`src/rtl/pipe_stage_reg.sv`:
```
// Generic inter-stage pipeline register with valid/ready handshakes.
// Optional 2-entry skid buffer and saturating back-pressure counter.
module pipe_stage_reg #(
  parameter int DATA_W = 32,
  parameter int CTRL_W = 16,
  parameter int SKID   = 1,
  parameter int CNT_W  = 16
) (
  input  logic              CLK,
  input  logic              RST,
  input  logic              en,
  input  logic              flush,
  input  logic              in_valid,
  output logic              in_ready,
  input  logic [DATA_W-1:0] in_data,
  input  logic [CTRL_W-1:0] in_ctrl,
  output logic              out_valid,
  input  logic              out_ready,
  output logic [DATA_W-1:0] out_data,
  output logic [CTRL_W-1:0] out_ctrl,
  output logic [CNT_W-1:0]  stall_cnt
);

  localparam logic [1:0] S_EMPTY = 2'd0;
  localparam logic [1:0] S_ONE   = 2'd1;
  localparam logic [1:0] S_TWO   = 2'd2;

  logic [1:0]        state_q, state_d;
  logic [DATA_W-1:0] main_data_q, main_data_d;
  logic [CTRL_W-1:0] main_ctrl_q, main_ctrl_d;
  logic [DATA_W-1:0] skid_data_q, skid_data_d;
  logic [CTRL_W-1:0] skid_ctrl_q, skid_ctrl_d;
  logic [CNT_W-1:0]  stall_q, stall_d;

  logic in_fire;
  logic out_fire;
  logic stall_now;
  logic do_flush;

  // Handshake terms; with the skid buffer in_ready is a pure register decode
  always_comb begin
    out_valid = (state_q != S_EMPTY);
    if (SKID != 0) begin
      in_ready = en & (state_q != S_TWO);
    end else begin
      in_ready = en & (~out_valid | out_ready);
    end
    in_fire   = en & in_valid & in_ready;
    out_fire  = en & out_valid & out_ready;
    stall_now = en & out_valid & ~out_ready;
    do_flush  = en & flush;
  end

  // Head entry drives the outputs; control reads as a bubble when empty
  always_comb begin
    out_data  = main_data_q;
    out_ctrl  = out_valid ? main_ctrl_q : '0;
    stall_cnt = stall_q;
  end

  // Occupancy FSM: main holds the head, skid holds the entry behind it
  always_comb begin
    state_d     = state_q;
    main_data_d = main_data_q;
    main_ctrl_d = main_ctrl_q;
    skid_data_d = skid_data_q;
    skid_ctrl_d = skid_ctrl_q;
    unique case (state_q)
      S_EMPTY: begin
        if (in_fire) begin
          state_d     = S_ONE;
          main_data_d = in_data;
          main_ctrl_d = in_ctrl;
        end
      end
      S_ONE: begin
        if (in_fire && out_fire) begin
          main_data_d = in_data;
          main_ctrl_d = in_ctrl;
        end else if (out_fire) begin
          state_d = S_EMPTY;
        end else if (in_fire) begin
          state_d     = S_TWO;
          skid_data_d = in_data;
          skid_ctrl_d = in_ctrl;
        end
      end
      S_TWO: begin
        if (out_fire) begin
          state_d     = S_ONE;
          main_data_d = skid_data_q;
          main_ctrl_d = skid_ctrl_q;
        end
      end
      default: begin
        state_d = S_EMPTY;
      end
    endcase
    // Flush drops everything held plus any entry arriving this cycle
    if (do_flush) begin
      state_d     = S_EMPTY;
      main_data_d = '0;
      main_ctrl_d = '0;
      skid_data_d = '0;
      skid_ctrl_d = '0;
    end
  end

  // Back-pressure counter saturates instead of wrapping; flush leaves it
  always_comb begin
    stall_d = stall_q;
    if (stall_now && (stall_q != {CNT_W{1'b1}})) begin
      stall_d = stall_q + CNT_W'(1);
    end
  end

  // State registers; en=0 leaves every _d equal to its _q
  always_ff @(posedge CLK) begin
    if (RST) begin
      state_q     <= S_EMPTY;
      main_data_q <= '0;
      main_ctrl_q <= '0;
      skid_data_q <= '0;
      skid_ctrl_q <= '0;
      stall_q     <= '0;
    end else begin
      state_q     <= state_d;
      main_data_q <= main_data_d;
      main_ctrl_q <= main_ctrl_d;
      skid_data_q <= skid_data_d;
      skid_ctrl_q <= skid_ctrl_d;
      stall_q     <= stall_d;
    end
  end

endmodule

```
`config.mk`:
```
export PLATFORM = sky130hd
export DESIGN_NAME = pipe_stage_reg
export DESIGN_NICKNAME = d
export VERILOG_FILES = /design/src/rtl/pipe_stage_reg.sv
export SDC_FILE = /design/constraint.sdc
export NUM_CORES = 1
export LEC_CHECK = 0
export ABC_CLOCK_PERIOD_IN_PS = 1600
export BUFFER_PORTS_ARGS = -buffer_cell sky130_fd_sc_hd__buf_2
export CAP_MARGIN = 20
export CORE_MARGIN = 4
export CORE_UTILIZATION = 35
export DETAILED_ROUTE_END_ITERATION = 16
export SETUP_SLACK_MARGIN = 0.2
export SKIP_LAST_GASP = 1
export SYNTH_ARGS = -nofsm -noshare
export SYNTH_HDL_FRONTEND = slang
export SYNTH_SLANG_ARGS = --single-unit
```
`constraint.sdc`:
```
create_clock -name CLK -period 1.6 [get_ports CLK]
set_input_delay 0.16 -clock CLK [delete_from_list [all_inputs] [get_ports CLK]]
set_output_delay 0.16 -clock CLK [all_outputs]
set_load 0.05 [all_outputs]
```
==> results of run 1 <==
==> stage by stage <==
| stage | hold WS (ns) | worst slack, ns |
|---|---|---|
| after global routing | 0.003770 | -0.1455 |
| final | 0.01106 | -0.07414 |
| after detailed placement | 0.4179 | 0.01329 |
| after CTS | 0.0008357 | -0.06878 |
| after global placement | 0.4124 | 0.04807 |
| after floorplan | 0.2960 | -0.04903 |
==> registers in the layout, indices dropped and copies added (netlist names) <==
name,count
skid_data_q,32
out_data,32
skid_ctrl_q,16
stall_cnt,16
state_q,2
main_ctrl_q,16
==> area by class of cell <==
type / count / area (µm²) / area share, %
Tap cell: 180 / 225.2 / 2.546
Sequential cell: 114 / 2347 / 26.53
Clock buffer: 24 / 535.5 / 6.054
Inverter: 5 / 18.77 / 0.2122
Multi-Input combinational cell: 401 / 3129 / 35.37
Clock inverter: 7 / 66.31 / 0.7496
Timing Repair Buffer: 246 / 2524 / 28.53
==> how the worst min path moves through the flow <==
| stage | start | end | slack (ns) |
|---|---|---|---|
| detailed placement | in_ctrl[15] | skid_ctrl_q[15] | 0.42 |
| CTS | in_data[26] | skid_data_q[26] | 0.0008 |
| floorplan | in_ctrl[0] | skid_ctrl_q[0] | 0.30 |
| finish | in_ctrl[10] | skid_ctrl_q[10] | 0.01 |
| global placement | in_ctrl[12] | skid_ctrl_q[12] | 0.41 |
| global route | in_data[26] | skid_data_q[26] | 0.004 |
==> worst register-to-register path: stages, from the launching register on <==
cell and delay (ns):
dfxtp_4 0.35, buf_6 0.12, mux2i_4 0.19, o2bb2ai_4 0.19, buf_12 0.13, and2_4 0.26
buf_12 0.21, a211oi_1 0.11
==> placed cells by master, fill, tap and decap left out, types with 7 or more instances in the layout <==
cell / netlist / layout
dfxtp_4: 0 / 17
dfxtp_1: 114 / 96
dlygate4sd3_1: 0 / 24
buf_6: 3 / 23
buf_8: 0 / 20
clkbuf_16: 0 / 22
mux2i_1: 50 / 48
buf_16: 0 / 18
and2_4: 0 / 17
a211oi_1: 39 / 17
a21oi_2: 0 / 25
nor4_4: 1 / 7
buf_12: 0 / 19
buf_4: 5 / 39
a21oi_1: 105 / 79
nor2_1: 10 / 9
a211oi_2: 10 / 31
buf_2: 19 / 101
nand2_1: 102 / 96
==> cell families after synthesis <==
kind of cell	share of synthesized area, %
simple gates	17.64
mux	10.93
flops	44.80
buf+inv	5.355
compound gates	20.85
fa+ha+maj	0.2456
xor+xnor	0.1720
==> routing by layer <==
metal	share of wire (%)	global-route usage (%)	routed length, µm	vias up
li1	-	-	-	2488
met1	42	26.93	7744	2509
met2	50	35.24	9108	177
met3	5.3	4.898	974	41
met4	2.5	7.968	459	0
met5	0	0	0	-
==> power by group through the flow <==
stage                     registers [µW]  logic, µW  clock network, µW
after floorplan                     3190        399                  0
after global placement              3010        843                  0
after detailed placement            3010        857                  0
after CTS                           2960       1230               3840
after global routing                2970       1390               3990
final                               2960       1320               3790
==> timing repair <==
item,CTS,global route
setup endpoints to repair,128,131
hold endpoints to repair,24,0
hold buffers,24,0
gates resized for setup,116,94
setup buffers,40,17
gates cloned,19,2
pin swaps,57,25
==> metrics, run 1 <==
async set-reset flop share out of synthesis=0%; antenna violations before repair=0; RSZ-0062 raised after global routing=yes; internal power=5964 µW; Psw=2104 µW; CTS tree=built; RD Place Congestion=0.7964; syn_nets=624; Setup Skew=0.006878 ns; Peak VDD IR=0.5911 mV; critical path type=reg -> reg; first-pass GRT wire length=27470 µm; Synth Flop Type=dfxtp_1; non-filler instance count after layout=977; slowest cell on the critical path=dfxtp_4; PD cells=912.0 mW/mm²; Yosys warnings=0; DIE AREA=0.01655 mm²; vias in the first global route=5060; Vert. Die Dim=128.6 µm; Seq/Total Area, Yosys=44.80%; startpoint type of the worst setup path=flip-flop; CP delay by family, top=buffers and inverters; Power Total=8067 µW; reg2reg start=state_q[1]; CORE AREA=0.01404 mm²; Final #Nets=840; synth top area cells=dfxtp_1 45%, a21oi_1 10%, mux2i_1 9.8%; finished layout cell area=0.008846 mm²; Stages on worst setup path=7; I/O Buffers=119; number of cell rows=43; RR Endpoint=out_data[7]; Ant. Diodes=0; final core utilization=63.00%; Initial DRC Count=418; Pleak=0.003823 µW; CTS HTree Levels=4; Rel. slew slack=51.40%; Setup crit end=out_data[7]; CP Launch Point=state_q[1]; R2R Setup Slk=-0.07 ns; Worst-Skew Late Latency=0.41 ns; fin crit period=1.674 ns; CP cell instances=buf_6 -> mux2i_4 -> o2bb2ai_4 -> buf_12 -> and2_4 -> buf_12 -> a211oi_1; Fin Setup TNS=-2.631 ns; CTS max path bufs=2; area grow syn2layout=73.67%; worst hold path depth=3; grt ovf=0; DRT Pass-1 Iters=5; Post-synth EDFFs=0; CTS root buffer=clkbuf_16; Final setup viols=63; Netlist Area Pre-Place=0.005094 mm²; # fillers=1076; worst min path class=in -> reg; layout cells sized above 1=49.94%; Crit path arrival time=1.96 ns; placed cell area=0.006130 mm²; syn avg cell area=8.952 µm²; Slew @ Worst Pin=0.7290 ns; Max Freq=0.5973 GHz; dpl cells=844; register share of total power=36.7%; Post-route DRC=0; Unique masters post-synth=45; Synth top cells by count=114 x dfxtp_1, 105 x a21oi_1, 102 x nand2_1; Starting Density=36.27%; clock group share of total power=47.0%; fin crit share=104.6%; Post-DP HPWL=9311 µm; Max Cap Violations=0; Detail Route Antenna Nets=0; CP Capture Type=flip-flop; die span in x=128.6 µm; Worst Path Required=1.88 ns; Final Max Slew Viols=0; outcome=complete, but fails checks; total number of vias=5215; pin count of the biggest net entering global routing=55; # clock sinks=114; Seq cells post-synth=114; Max Fanout on Critical Path=19; most used cell, CP=buf_12; Buf+Inv Stages, Crit Path=3; mean number of vias per cell=5.338; switch share=26.08%; final hold violations=0; final worst slack=-0.07414 ns; final wirelength=18290 µm; Worst R2R Path Depth=7; gr usage total=21.23%; Synth top area share=44.80%; slowest stage delay, CP=0.35 ns; cells after synthesis=569; CTS buffer count=17; Routed WL per cell=18.72 µm; count leader, synth=dfxtp_1; failing checks=setup timing; IO Pins=120; Synth area leader=dfxtp_1; Logic pwr share=16.3%; Reg clk slew, reported paths=0.06 ns
(Power assumes the default switching activity.)
==> run 2: changes to the inputs <==
Settings changed: CELL_PAD_IN_SITES_DETAIL_PLACEMENT from default to 1, CELL_PAD_IN_SITES_GLOBAL_PLACEMENT from default to 2, CORE_UTILIZATION 35 to 29, PLACE_DENSITY_LB_ADDON from default to 0.1.
==> metrics, run 2 (synthesis gave the netlist of run 1 again) <==
DRT Pass-1 Iters=4 (-1); vias in the first global route=5570 (+10%); switch share=26.62% (+0.55 points); DIE AREA=0.01975 mm² (+19%); slowest cell on the critical path=dfxtp_4; Peak VDD IR=0.7381 mV (+25%); register share of total power=35.8% (-0.9 points); mean number of vias per cell=5.062 (-5.2%); RSZ-0062 raised after global routing=yes; I/O Buffers=119 (unchanged); CTS root buffer=clkbuf_16; critical path type=reg -> out; slowest stage delay, CP=0.34 ns (about the same); Crit path arrival time=1.52 ns (-0.44 ns); pin count of the biggest net entering global routing=30 (-45%); Post-route DRC=0 (unchanged); Ant. Diodes=0 (unchanged); Post-DP HPWL=10450 µm (+12%); startpoint type of the worst setup path=flip-flop; CTS tree=built; final wirelength=20980 µm (+15%); # clock sinks=114 (unchanged); Logic pwr share=16.9% (+0.6 points); Max Freq=0.5965 GHz (-0.14%); layout cells sized above 1=53.17% (+3.2 points); Final #Nets=864 (+2.9%); Final Max Slew Viols=0 (unchanged); clock group share of total power=47.3% (+0.3 points); grt ovf=0 (unchanged); Setup Skew=0.009572 ns (+0.002694 ns); Routed WL per cell=20.08 µm (+7.3%); Vert. Die Dim=140.5 µm (+9.2%); final worst slack=-0.07646 ns (-0.002324 ns); outcome=complete, but fails checks; CP Capture Type=output pin; failing checks=setup timing; Slew @ Worst Pin=0.4238 ns (-0.3051 ns); worst min path class=in -> reg; Psw=2201 µW (+4.6%); Initial DRC Count=218 (-48%); fin crit share=104.8% (+0.15 points); Starting Density=29.55% (-6.7 points); most common cell after layout, fill and taps aside=buf_2; Max Cap Violations=0 (unchanged); die span in x=140.5 µm (+9.2%); Max Fanout on Critical Path=4 (-15); worst hold path depth=3 (unchanged); gr usage total=19.50% (-1.7 points); RD Place Congestion=0.7569 (-5.0%); Pleak=0.003969 µW (+3.8%); Worst-Skew Late Latency=0.41 ns (about the same); commonest non-fill, non-tap cells in the layout=101 x buf_2, 96 x dfxtp_1, 83 x nand2_1, 72 x a21oi_1, 48 x buf_4; Worst Path Required=1.44 ns (-0.44 ns); CTS HTree Levels=4 (unchanged); pre-CTS setup slack=-0.01288 ns (-0.02617 ns); antenna violations before repair=0 (unchanged); Buf+Inv Stages, Crit Path=2 (-1); CORE AREA=0.01724 mm² (+23%); final hold violations=0 (unchanged); number of cell rows=48 (+12%); Fin Setup TNS=-1.047 ns (+1.584 ns); area grow syn2layout=82.78%; Reg clk slew, reported paths=0.05 ns (about the same); finished layout cell area=0.009310 mm² (+5.2%); CTS max path bufs=2 (unchanged); Rel. slew slack=71.74% (+20 points); non-filler instance count after layout=1045 (+7.0%); Detail Route Antenna Nets=0 (unchanged); IO Pins=120 (unchanged); internal power=6065 µW (+1.7%); CTS buffer count=17 (unchanged); total number of vias=5290 (+1.4%); Stages on worst setup path=4 (-3); placed cell area=0.006248 mm² (+1.9%); fin crit period=1.676 ns (+0.002325 ns); Worst R2R Path Depth=6 (-1); first-pass GRT wire length=30570 µm (+11%); PD cells=887.8 mW/mm² (-2.7%); Final setup viols=20 (-68%); CP cell instances=or2_4 -> clkbuf_16 -> and2_4 -> buf_6; dpl cells=894 (+5.9%); CP delay by family, top=simple AND/OR/NAND/NOR gates
[run 2: cell types whose count changed in the layout (fill, tap and decap cells not counted), sizes merged]
cell and delta:
clkinv +1, clkbuf +7, dlygate4sd3 +16, nand4 +1
clkinvlp -1, bufinv +1, buf -2
[run 2: per-layer routing]
metal,vias to the layer above,wire length [µm],GRT usage (%)
met5,-,0,0
met3,9,834,4.302
met1,2671,9113,23.56
met2,93,10920,35.03
met4,0,115,4.895
li1,2517,-,-
[run 2: layout make-up]
class                           count  area (µm²)
Fill cell                        1852        7926
Multi-Input combinational cell    402        3256
Timing Repair Buffer              269        2803
Sequential cell                   114        2347
Clock buffer                       22       506.7
Tap cell                          225       281.5
Clock inverter                      8       97.59
Inverter                            5       18.77
[run 2: final timing paths]
kind | from | end | slack (ns)
worst min register to register | skid_ctrl_q[6] | skid_ctrl_q[6] | 0.45
worst min-delay path | in_ctrl[5] | skid_ctrl_q[5] | 0.02
worst max register to register | state_q[1] | stall_cnt[9] | -0.03
worst max-delay path | state_q[1] | out_ctrl[4] | -0.08
[run 2: through the flow]
step | total power, µW | util (%) | hold slack, ns
finish | 8265 | 54.01 | 0.02037
global route | 8554 | 54.01 | 0.008429
CTS | 8209 | 49.79 | 0.0004124
detailed placement | 3912 | 36.25 | 0.4203
global placement | 3897 | 36.25 | 0.4123
floorplan | 3592 | - | 0.2960
[run 2: worst reg2reg max path, delay by kind of cell (launching register included)]
| family | cells | cell delay, ns |
|---|---|---|
| muxes | 1 | 0.32 |
| DFF | 1 | 0.35 |
| buffers and inverters | 2 | 0.26 |
| and+or+nand+nor | 3 | 0.59 |
[run 2: what timing repair did]
item	4_1_cts	5_1_grt
gates resized for setup	135	89
gates cloned	15	12
buffers inserted	44	10
hold endpoints to repair	40	0
pin swaps	41	23
hold buffers	40	0
endpoints found under the setup margin	131	130
[run 2: power by group through the flow]
stage	Clock, µW	Combinational (µW)	Sequential, µW
floorplan	0	399	3190
global placement	0	886	3010
detailed placement	0	899	3010
CTS	3980	1280	2950
global route	4100	1480	2970
finish	3910	1400	2960
